File: config.mk
export PLATFORM = sky130hd
export DESIGN_NAME = tick_gen_multi
export DESIGN_NICKNAME = d
export VERILOG_FILES = /design/src/rtl/tick_gen_pkg.sv /design/src/rtl/tick_gen_channel.sv /design/src/rtl/tick_gen_multi.sv
export SDC_FILE = /design/constraint.sdc
export NUM_CORES = 1
export LEC_CHECK = 0
export ABC_AREA = 1
export BUFFER_PORTS_ARGS = -buffer_cell sky130_fd_sc_hd__buf_2
export CORE_MARGIN = 4
export CORE_UTILIZATION = 30
export CTS_CLUSTER_DIAMETER = 200
export DETAILED_ROUTE_END_ITERATION = 6
export HOLD_SLACK_MARGIN = 0.12
export PLACE_DENSITY = 0.55
export SYNTH_ARGS = -nofsm -noshare
export SYNTH_HDL_FRONTEND = slang
export SYNTH_HIERARCHICAL = 1
export SYNTH_SLANG_ARGS = --single-unit
export TNS_END_PERCENT = 5
File: constraint.sdc
create_clock -name i_clk -period 9.7 [get_ports i_clk]
set_clock_uncertainty 0.1 [all_clocks]
set_input_delay 1.94 -clock i_clk [delete_from_list [all_inputs] [get_ports i_clk]]
set_output_delay 1.94 -clock i_clk [all_outputs]
set_load 0.05 [all_outputs]
File: src/rtl/tick_gen_pkg.sv
// Shared constants for the tick generator: system clock rate and common
// square-wave divisors (one tick per half-period).
package tick_gen_pkg;

  localparam int unsigned CLK_HZ = 100_000_000;

  localparam int unsigned DIV_1HZ   = CLK_HZ / (2 * 1);
  localparam int unsigned DIV_10HZ  = CLK_HZ / (2 * 10);
  localparam int unsigned DIV_1KHZ  = CLK_HZ / (2 * 1_000);
  localparam int unsigned DIV_25KHZ = CLK_HZ / (2 * 25_000);

  // Per-edge channel behaviour, highest priority first.
  typedef enum logic [1:0] {
    CH_SYNC,
    CH_IDLE,
    CH_STOP,
    CH_RUN
  } ch_mode_e;

  // Divisor giving a square wave of 'freq' Hz; 0 Hz maps to a stopped channel.
  function automatic int unsigned f_div(input int unsigned freq);
    if (freq == 0) return 0;
    return CLK_HZ / (2 * freq);
  endfunction

endpackage

File: src/rtl/tick_gen_channel.sv
// One tick/square-wave channel: counter, shadowed divisor and output registers.
// A new divisor only lands on a period boundary, idle or stopped edge.
module tick_gen_channel
  import tick_gen_pkg::*;
#(
  parameter int unsigned DIV_W       = 32,
  parameter int unsigned DEFAULT_DIV = 50_000_000
) (
  input  logic             i_clk,
  input  logic             i_reset,
  input  logic             i_en,
  input  logic             i_sync,
  input  logic             i_wr_en,
  input  logic [DIV_W-1:0] i_wr_div,
  output logic             o_tick,
  output logic             o_sq,
  output logic             o_pend
);

  logic [DIV_W-1:0] div_q, div_d;
  logic [DIV_W-1:0] shadow_q, shadow_d;
  logic [DIV_W-1:0] cnt_q, cnt_d;
  logic             pend_q, pend_d;
  logic             tick_q, tick_d;
  logic             sq_q, sq_d;
  ch_mode_e         mode;
  logic             wrap;
  logic             apply;

  always_comb begin
    if (i_sync)              mode = CH_SYNC;
    else if (!i_en)          mode = CH_IDLE;
    else if (div_q == '0)    mode = CH_STOP;
    else                     mode = CH_RUN;
  end

  // cnt < div always holds, so the compare never sees an underflowed div-1.
  assign wrap  = (mode == CH_RUN) && (cnt_q == div_q - DIV_W'(1));
  assign apply = wrap || (mode != CH_RUN);

  always_comb begin
    cnt_d  = '0;
    tick_d = 1'b0;
    sq_d   = sq_q;
    case (mode)
      CH_RUN: begin
        if (wrap) begin
          tick_d = 1'b1;
          sq_d   = ~sq_q;
        end else begin
          cnt_d  = cnt_q + DIV_W'(1);
        end
      end
      CH_STOP: sq_d = sq_q;
      default: sq_d = 1'b0;
    endcase
    // Apply takes the old shadow; a write on the same edge stays pending.
    div_d    = apply ? shadow_q : div_q;
    shadow_d = i_wr_en ? i_wr_div : shadow_q;
    pend_d   = i_wr_en | (pend_q & ~apply);
  end

  always_ff @(posedge i_clk or posedge i_reset) begin
    if (i_reset) begin
      div_q    <= DIV_W'(DEFAULT_DIV);
      shadow_q <= DIV_W'(DEFAULT_DIV);
      cnt_q    <= '0;
      pend_q   <= 1'b0;
      tick_q   <= 1'b0;
      sq_q     <= 1'b0;
    end else begin
      div_q    <= div_d;
      shadow_q <= shadow_d;
      cnt_q    <= cnt_d;
      pend_q   <= pend_d;
      tick_q   <= tick_d;
      sq_q     <= sq_d;
    end
  end

  assign o_tick = tick_q;
  assign o_sq   = sq_q;
  assign o_pend = pend_q;

endmodule

File: src/rtl/tick_gen_multi.sv
// Multi-channel tick and square-wave generator with run-time divisors.
// Define TICK_GEN_SYNC_EN to add i_sync, which phase-aligns all channels.
module tick_gen_multi
  import tick_gen_pkg::*;
#(
  parameter int unsigned NUM_CH      = 4,
  parameter int unsigned DIV_W       = 32,
  parameter int unsigned DEFAULT_DIV = 50_000_000,
  localparam int unsigned CH_W       = (NUM_CH > 1) ? $clog2(NUM_CH) : 1
) (
  input  logic              i_clk,
  input  logic              i_reset,
`ifdef TICK_GEN_SYNC_EN
  input  logic              i_sync,
`endif
  input  logic [NUM_CH-1:0] i_en,
  input  logic              i_wr_en,
  input  logic [CH_W-1:0]   i_wr_ch,
  input  logic [DIV_W-1:0]  i_wr_div,
  output logic [NUM_CH-1:0] o_tick,
  output logic [NUM_CH-1:0] o_sq,
  output logic [NUM_CH-1:0] o_pend
);

  logic              sync;
  logic [NUM_CH-1:0] wr_sel;

`ifdef TICK_GEN_SYNC_EN
  assign sync = i_sync;
`else
  assign sync = 1'b0;
`endif

  // Out-of-range channel numbers match no select and are dropped.
  always_comb begin
    wr_sel = '0;
    for (int c = 0; c < NUM_CH; c++)
      wr_sel[c] = i_wr_en && (i_wr_ch == CH_W'(c));
  end

  for (genvar c = 0; c < NUM_CH; c++) begin : g_ch
    tick_gen_channel #(
      .DIV_W       (DIV_W),
      .DEFAULT_DIV (DEFAULT_DIV)
    ) u_ch (
      .i_clk    (i_clk),
      .i_reset  (i_reset),
      .i_en     (i_en[c]),
      .i_sync   (sync),
      .i_wr_en  (wr_sel[c]),
      .i_wr_div (i_wr_div),
      .o_tick   (o_tick[c]),
      .o_sq     (o_sq[c]),
      .o_pend   (o_pend[c])
    );
  end

endmodule

# Word-level counts from Yosys, hierarchy flattened
# Cells that the tools add are included.
# word_totals
ff_bits	396
input_bits	41
out_inout_bits	12
# classes
addsub	8
n_eq_ne	23
muxes	32
bitwise_logic	20
reduce_logical	21
# ops
op	n
$mux 32	8
$add 32x1->32 const B	4
$eq 32x32->1	4
$logic_not 32->1	4
$sub 32x1->32 const B	4
$eq 2x2->1 const B	10
$mux 1	16
$not 1->1	12
$logic_and 1x1->1	8
$mux 2	4
$ne 2x1->1 const B	4
$ne 2x2->1 const B	4
$pmux 1 s2	4
$reduce_and 2->1	4
$and 1x1->1	4
$logic_or 1x1->1	4
$or 1x1->1	4
$eq 2x1->1 const B	1
$logic_not 2->1	1

# Logic depth before layout (Yosys ltp)
# depth
depth_word	9
depth_mapped	17
depth_no_buf	17

# Modules after synthesis
# The synthesis kept the hierarchy.
# modules_own_cells
mod	n_inst	cells_per_inst	area_per_inst_um2	seq_area_each_um2
tick_gen_channel at g_ch[0].u_ch ...	3	927	6262.3	2507.4
tick_gen_channel at g_ch[3].u_ch	1	831	5913.2	2507.4
tick_gen_multi	1	9	33.8	0.0

# Worst setup path before layout
# Ideal clock, no wire load.
# synth_path
path_kind	input port to flip-flop
from	in i_en[3]
to	reg g_ch[3].u_ch.pend_q
setup_ps	130
arrival_ps	2784
required_time_ps	9470
slack_ps	6686
cell_stages	8
path_buffers	1
cell_sequence	inv_1 nor4_1 nand3_1 nand2_1 inv_2 buf_1 nand3_1 nand2_1
# synth_between
elab_chain_cells	7
# synth_lines
item	line	source
start, declared	tick_gen_multi.sv:16	input logic [NUM_CH-1:0] i_en,
$mux 2 (*)	tick_gen_channel.sv:32	else if (!i_en) mode = CH_IDLE;
$eq 2x2->1	tick_gen_channel.sv:38	assign wrap = (mode == CH_RUN) && (cnt_q == div_q - DIV_W'(1));
$logic_and 1x1->1	tick_gen_channel.sv:38	
$logic_or 1x1->1 (*)	tick_gen_channel.sv:39	assign apply = wrap || (mode != CH_RUN);
$not 1->1 (*)	tick_gen_channel.sv:60	pend_d = i_wr_en | (pend_q & ~apply);
$and 1x1->1 (*)	tick_gen_channel.sv:60	
$or 1x1->1 (*)	tick_gen_channel.sv:60	
via g_ch[3].u_ch.pend_d	tick_gen_channel.sv:23	logic pend_q, pend_d;
end signal, assigned	tick_gen_channel.sv:75	pend_q <= pend_d;
end, declared	tick_gen_channel.sv:23	
# Mark *: on every way through the listed nets, which the timed path passes. The rest lies on a longest branch.
# A chain may end at the register's enable or synchronous reset.

# Final worst setup path
# layout_path
from	reg g_ch[1].u_ch.div_q[6]
to	reg g_ch[1].u_ch.div_q[23]
# layout_between
elab_chain_cells	6
# layout_lines
item	line	source
start, declared	tick_gen_channel.sv:20	logic [DIV_W-1:0] div_q, div_d;
start signal, assigned	tick_gen_channel.sv:65	div_q <= DIV_W'(DEFAULT_DIV);
start signal, assigned	tick_gen_channel.sv:72	div_q <= div_d;
branches (longest 5 deep; another with $sub 32x1->32)	--	
$logic_or 1x1->1 (*)	tick_gen_channel.sv:39	
# Every way passes the cells marked *.

==> impl_metrics.csv <==
group,metric,value,unit
status,status,"finished clean",
synth,synth-seq-cells,396,
worst_setup_path,crit_slowest_cell,"nand2_4",
grt,grt_max_degree,70,
worst_setup_path,crit_chain,"nor2_1 > nand2_1 > nor2_2 > nand2_1 > nand2_1 > nand2_1 > inv_1 > nand2_1 > nor2_1 > nand2_1 > nor2_1 > nand3_4 > nand2_4 > nand2_1 > nand2_1",
floorplanning,die_h,295.1,um
hold_path,hp-start,"g_ch[3].u_ch/shadow_q[25]",
power_and_ir_drop,p_int,3.260,mW
worst_setup_path,cpPeakStageDelay,730,ps
detailed_routing,post_drt_via_cell_ratio,4.666,
timing,setup_slack,6067,ps
hold_path,whs_path_depth,2,
floorplanning,coreArea,0.08185,mm^2
power_and_ir_drop,power_leakage,13.34,nW
grt,grt_pass1_wl,116400,um
cells_and_area,final_common_cell,"nand2_1",
grt,globalRouteTotalUtil,16.71,%
timing,tns,0,ps
timing,max_freq,275.3,MHz
grt,grt_overflow,0,
detailed_routing,routed_wirelength,73530,um
synth,synth_cell_types,38,
synth,synth.top_cell.area_share,30.35,%
floorplanning,start_util,30.22,%
power_and_ir_drop,combPwrFrac,22.6,%
synth,syn_area,0.02473,mm^2
worst_setup_path,ff2ff_path_depth,15,
timing,relSlewSlack,25.45,%
worst_setup_path,path_max_fanout,63,
placement,portBuffers,52,
synth,yosys.area.top_type,"dfrtp_1",
detailed_routing,firstDrtPassIters,7,
worst_setup_path,cp_data_arrival_time,4040,ps
cts,clk_latency,580,ps
floorplanning,io_pins,53,
cells_and_area,diodes,0,
cts,cts_tree,"yes",
worst_setup_path,timing.reg2reg.setup_slack,6070,ps
detailed_routing,drt-initial-drc-count,1612,
cells_and_area,most-common-layout-cells,"nand2_1, nor2_1, inv_1, dfrtp_1, nand3_1",
cts,clk_pin_slew_worst_paths,60,ps
power_and_ir_drop,p_switching,1.666,mW
timing,setup_violations,0,
placement,hpwl,54500,um
cts,post_cts_resize_count,0,
grt,grt_pass1_vias,20790,
worst_setup_path,cp_top_family,"simple AND/OR/NAND/NOR gates",
timing,tightest_slew,1117,ps
worst_setup_path,cp_common_cell,"nand2_1",
power_and_ir_drop,total_power,4.926,mW
detailed_routing,vias,22140,
cts,cts_made_buffers,44,
worst_setup_path,worst_ep_required_time,10110,ps
timing,fin_hold_ws,333.6,ps
hold_path,hold_end,"g_ch[3].u_ch/div_q[25]",
detailed_routing,wl_per_cell,15.50,um
floorplanning,fp.dieW,295.1,um
synth,synth_area_leaders,"dfrtp_1, nand2_1, dfstp_2",
cts,cts.root.buffer_cell,"clkbuf_16",
cts,cts_htree_levels,2,
cts,postCtsSetupBuffers,0,
power_and_ir_drop,clock_power_share,35.0,%
synth,avgSynthCellArea,6.831,um^2
floorplanning,dieArea,0.08710,mm^2
placement,gp_congestion,0.9085,
timing,fin_crit_sh,37.45,%
floorplanning,std_cell_rows,105,
timing,fin_crit,3633,ps
cells_and_area,drive_gt1_share,8.707,%
worst_setup_path,startpoint_type,"flop",
hold_path,hold_class,"reg2reg",
timing,slew_viol_final,0,
worst_setup_path,cp-end-kind,"flop",
placement,dp_worst_setup_slack,5628,ps
power_and_ir_drop,peakVddDrop,111.9,uV
cells_and_area,syn_to_final_growth,10.65,%
grt,antenna_found_initial,5,
timing,finalHoldViolCount,0,
power_and_ir_drop,powerDensity,180.0,mW/mm^2
cells_and_area,fillers,8917,
cells_and_area,fin_util,33.44,%
run,max-cap-violations,0,
cts,cts_hold_buf,0,
power_and_ir_drop,seq_power_share,42.4,%
synth,syn-instance-count,3621,
worst_setup_path,worst-setup-path-type,"reg2reg",
cells_and_area,nNetsFinal,3688,
synth,synth-seq-area-share,40.55,%
power_and_ir_drop,swShare,33.82,%
timing,rsz0062_at_grt,"no",
cts,cts_buffer_depth,3,
detailed_routing,drc,0,
worst_setup_path,worst-path-buf-inv,1,
detailed_routing,ant_nets,0,
worst_setup_path,r2r-start,"g_ch[1].u_ch/div_q[6]",
cts,cts.sinks,396,
synth,yosysWarnings,6,
worst_setup_path,r2r_end,"g_ch[1].u_ch/div_q[23]",
[worst max-delay path by stage]
stage                                     start                     end  depth (start not counted)
final                     g_ch[1].u_ch/div_q[6]  g_ch[1].u_ch/div_q[23]                         15
after floorplan                         i_reset   g_ch[0].u_ch/cnt_q[0]                          1
after detailed placement                i_en[1]  g_ch[1].u_ch/div_q[31]                          9
after global routing      g_ch[0].u_ch/div_q[6]  g_ch[0].u_ch/div_q[31]                         15
after CTS                 g_ch[2].u_ch/div_q[2]  g_ch[2].u_ch/cnt_q[29]                         14
after global placement                  i_en[1]  g_ch[1].u_ch/div_q[29]                          9
[per-layer routing]
layer | wire (um) | vias up | GRT usage [%] | part of all wire (%)
met5 | 0 | - | 0 | 0
met3 | 3608 | 81 | 2.592 | 4.9
li1 | - | 11220 | - | -
met2 | 32500 | 441 | 26.41 | 44
met1 | 36000 | 10400 | 24.17 | 49
met4 | 1421 | 0 | 3.794 | 1.9
[power groups by stage]
stage	Clock [mW]	Sequential, mW	Combinational (mW)
2_1_floorplan	0	2.04	0.865
3_3_place_gp	0	2.12	1.09
3_5_place_dp	0	2.12	1.11
4_1_cts	1.79	2.09	1.11
5_1_grt	1.86	2.11	1.28
6_report	1.72	2.09	1.11
[stage by stage]
step,std cells,instance area (um^2)
2_1_floorplan,3628,24760
3_3_place_gp,4663,25880
3_5_place_dp,4663,25880
4_1_cts,4745,27370
5_1_grt,4745,27370
6_report,4745,27370
[synth_stat cells]
cell type	count
a21oi_1	11
and2_1	2
buf_1	12
buf_2	12
buf_4	15
buf_6	4
buf_8	9
clkbuf_1	44
clkinv_1	10
conb_1	1
dfrtp_1	300
dfstp_2	96
ha_1	8
inv_1	305
inv_2	16
nand2_1	1412
nand2_2	17
nand2_4	5
nand3_1	268
nand3_2	4
nand3_4	3
nand3b_1	30
nand4_1	64
nor2_1	577
nor2_2	31
nor2_4	11
nor3_1	50
nor3b_1	11
nor4_1	14
o21a_1	1
o21ai_0	17
o21ai_1	13
o21bai_1	16
o22ai_1	1
o31ai_1	4
or4_1	1
xnor2_1	70
xor2_1	156
[state kept, by name, summed over array words and instances, names as in the netlist]
name                cells
g_ch.u_ch/o_sq          4
g_ch.u_ch/div_q       128
g_ch.u_ch/shadow_q    128
g_ch.u_ch/cnt_q       128
g_ch.u_ch/o_pend        4
g_ch.u_ch/o_tick        4
[tightest hold or removal path, delay by kind of cell (launching register included)]
| kind | cells | cell delay, ps |
|---|---|---|
| and+or+nand+nor | 2 | 90 |
| DFF | 1 | 360 |
[cells by family after synthesis]
kind of cell             count (synthesis)  synth area share, %
buffers and inverters                  427                7.300
other                                    1              0.01516
adder cells (fa/ha/maj)                  8               0.4047
flip-flops                             396                40.55
AO/OA/AOI/OAI                           63                1.492
XOR/XNOR                               226                8.003
AND/OR/NAND/NOR                       2500                42.23
[cell type report]
| type | instances | area, um^2 | share of cell area, % |
|---|---|---|---|
| Inverter | 331 | 1252 | 4.576 |
| Multi-Input combinational cell | 2805 | 12930 | 47.26 |
| Sequential cell | 396 | 10030 | 36.65 |
| Timing Repair Buffer | 61 | 327.8 | 1.198 |
| Clock inverter | 14 | 171.4 | 0.6263 |
| Tap cell | 1070 | 1339 | 4.892 |
| Clock buffer | 68 | 1314 | 4.800 |
No activity file was read; power rests on OpenSTA's default activity.
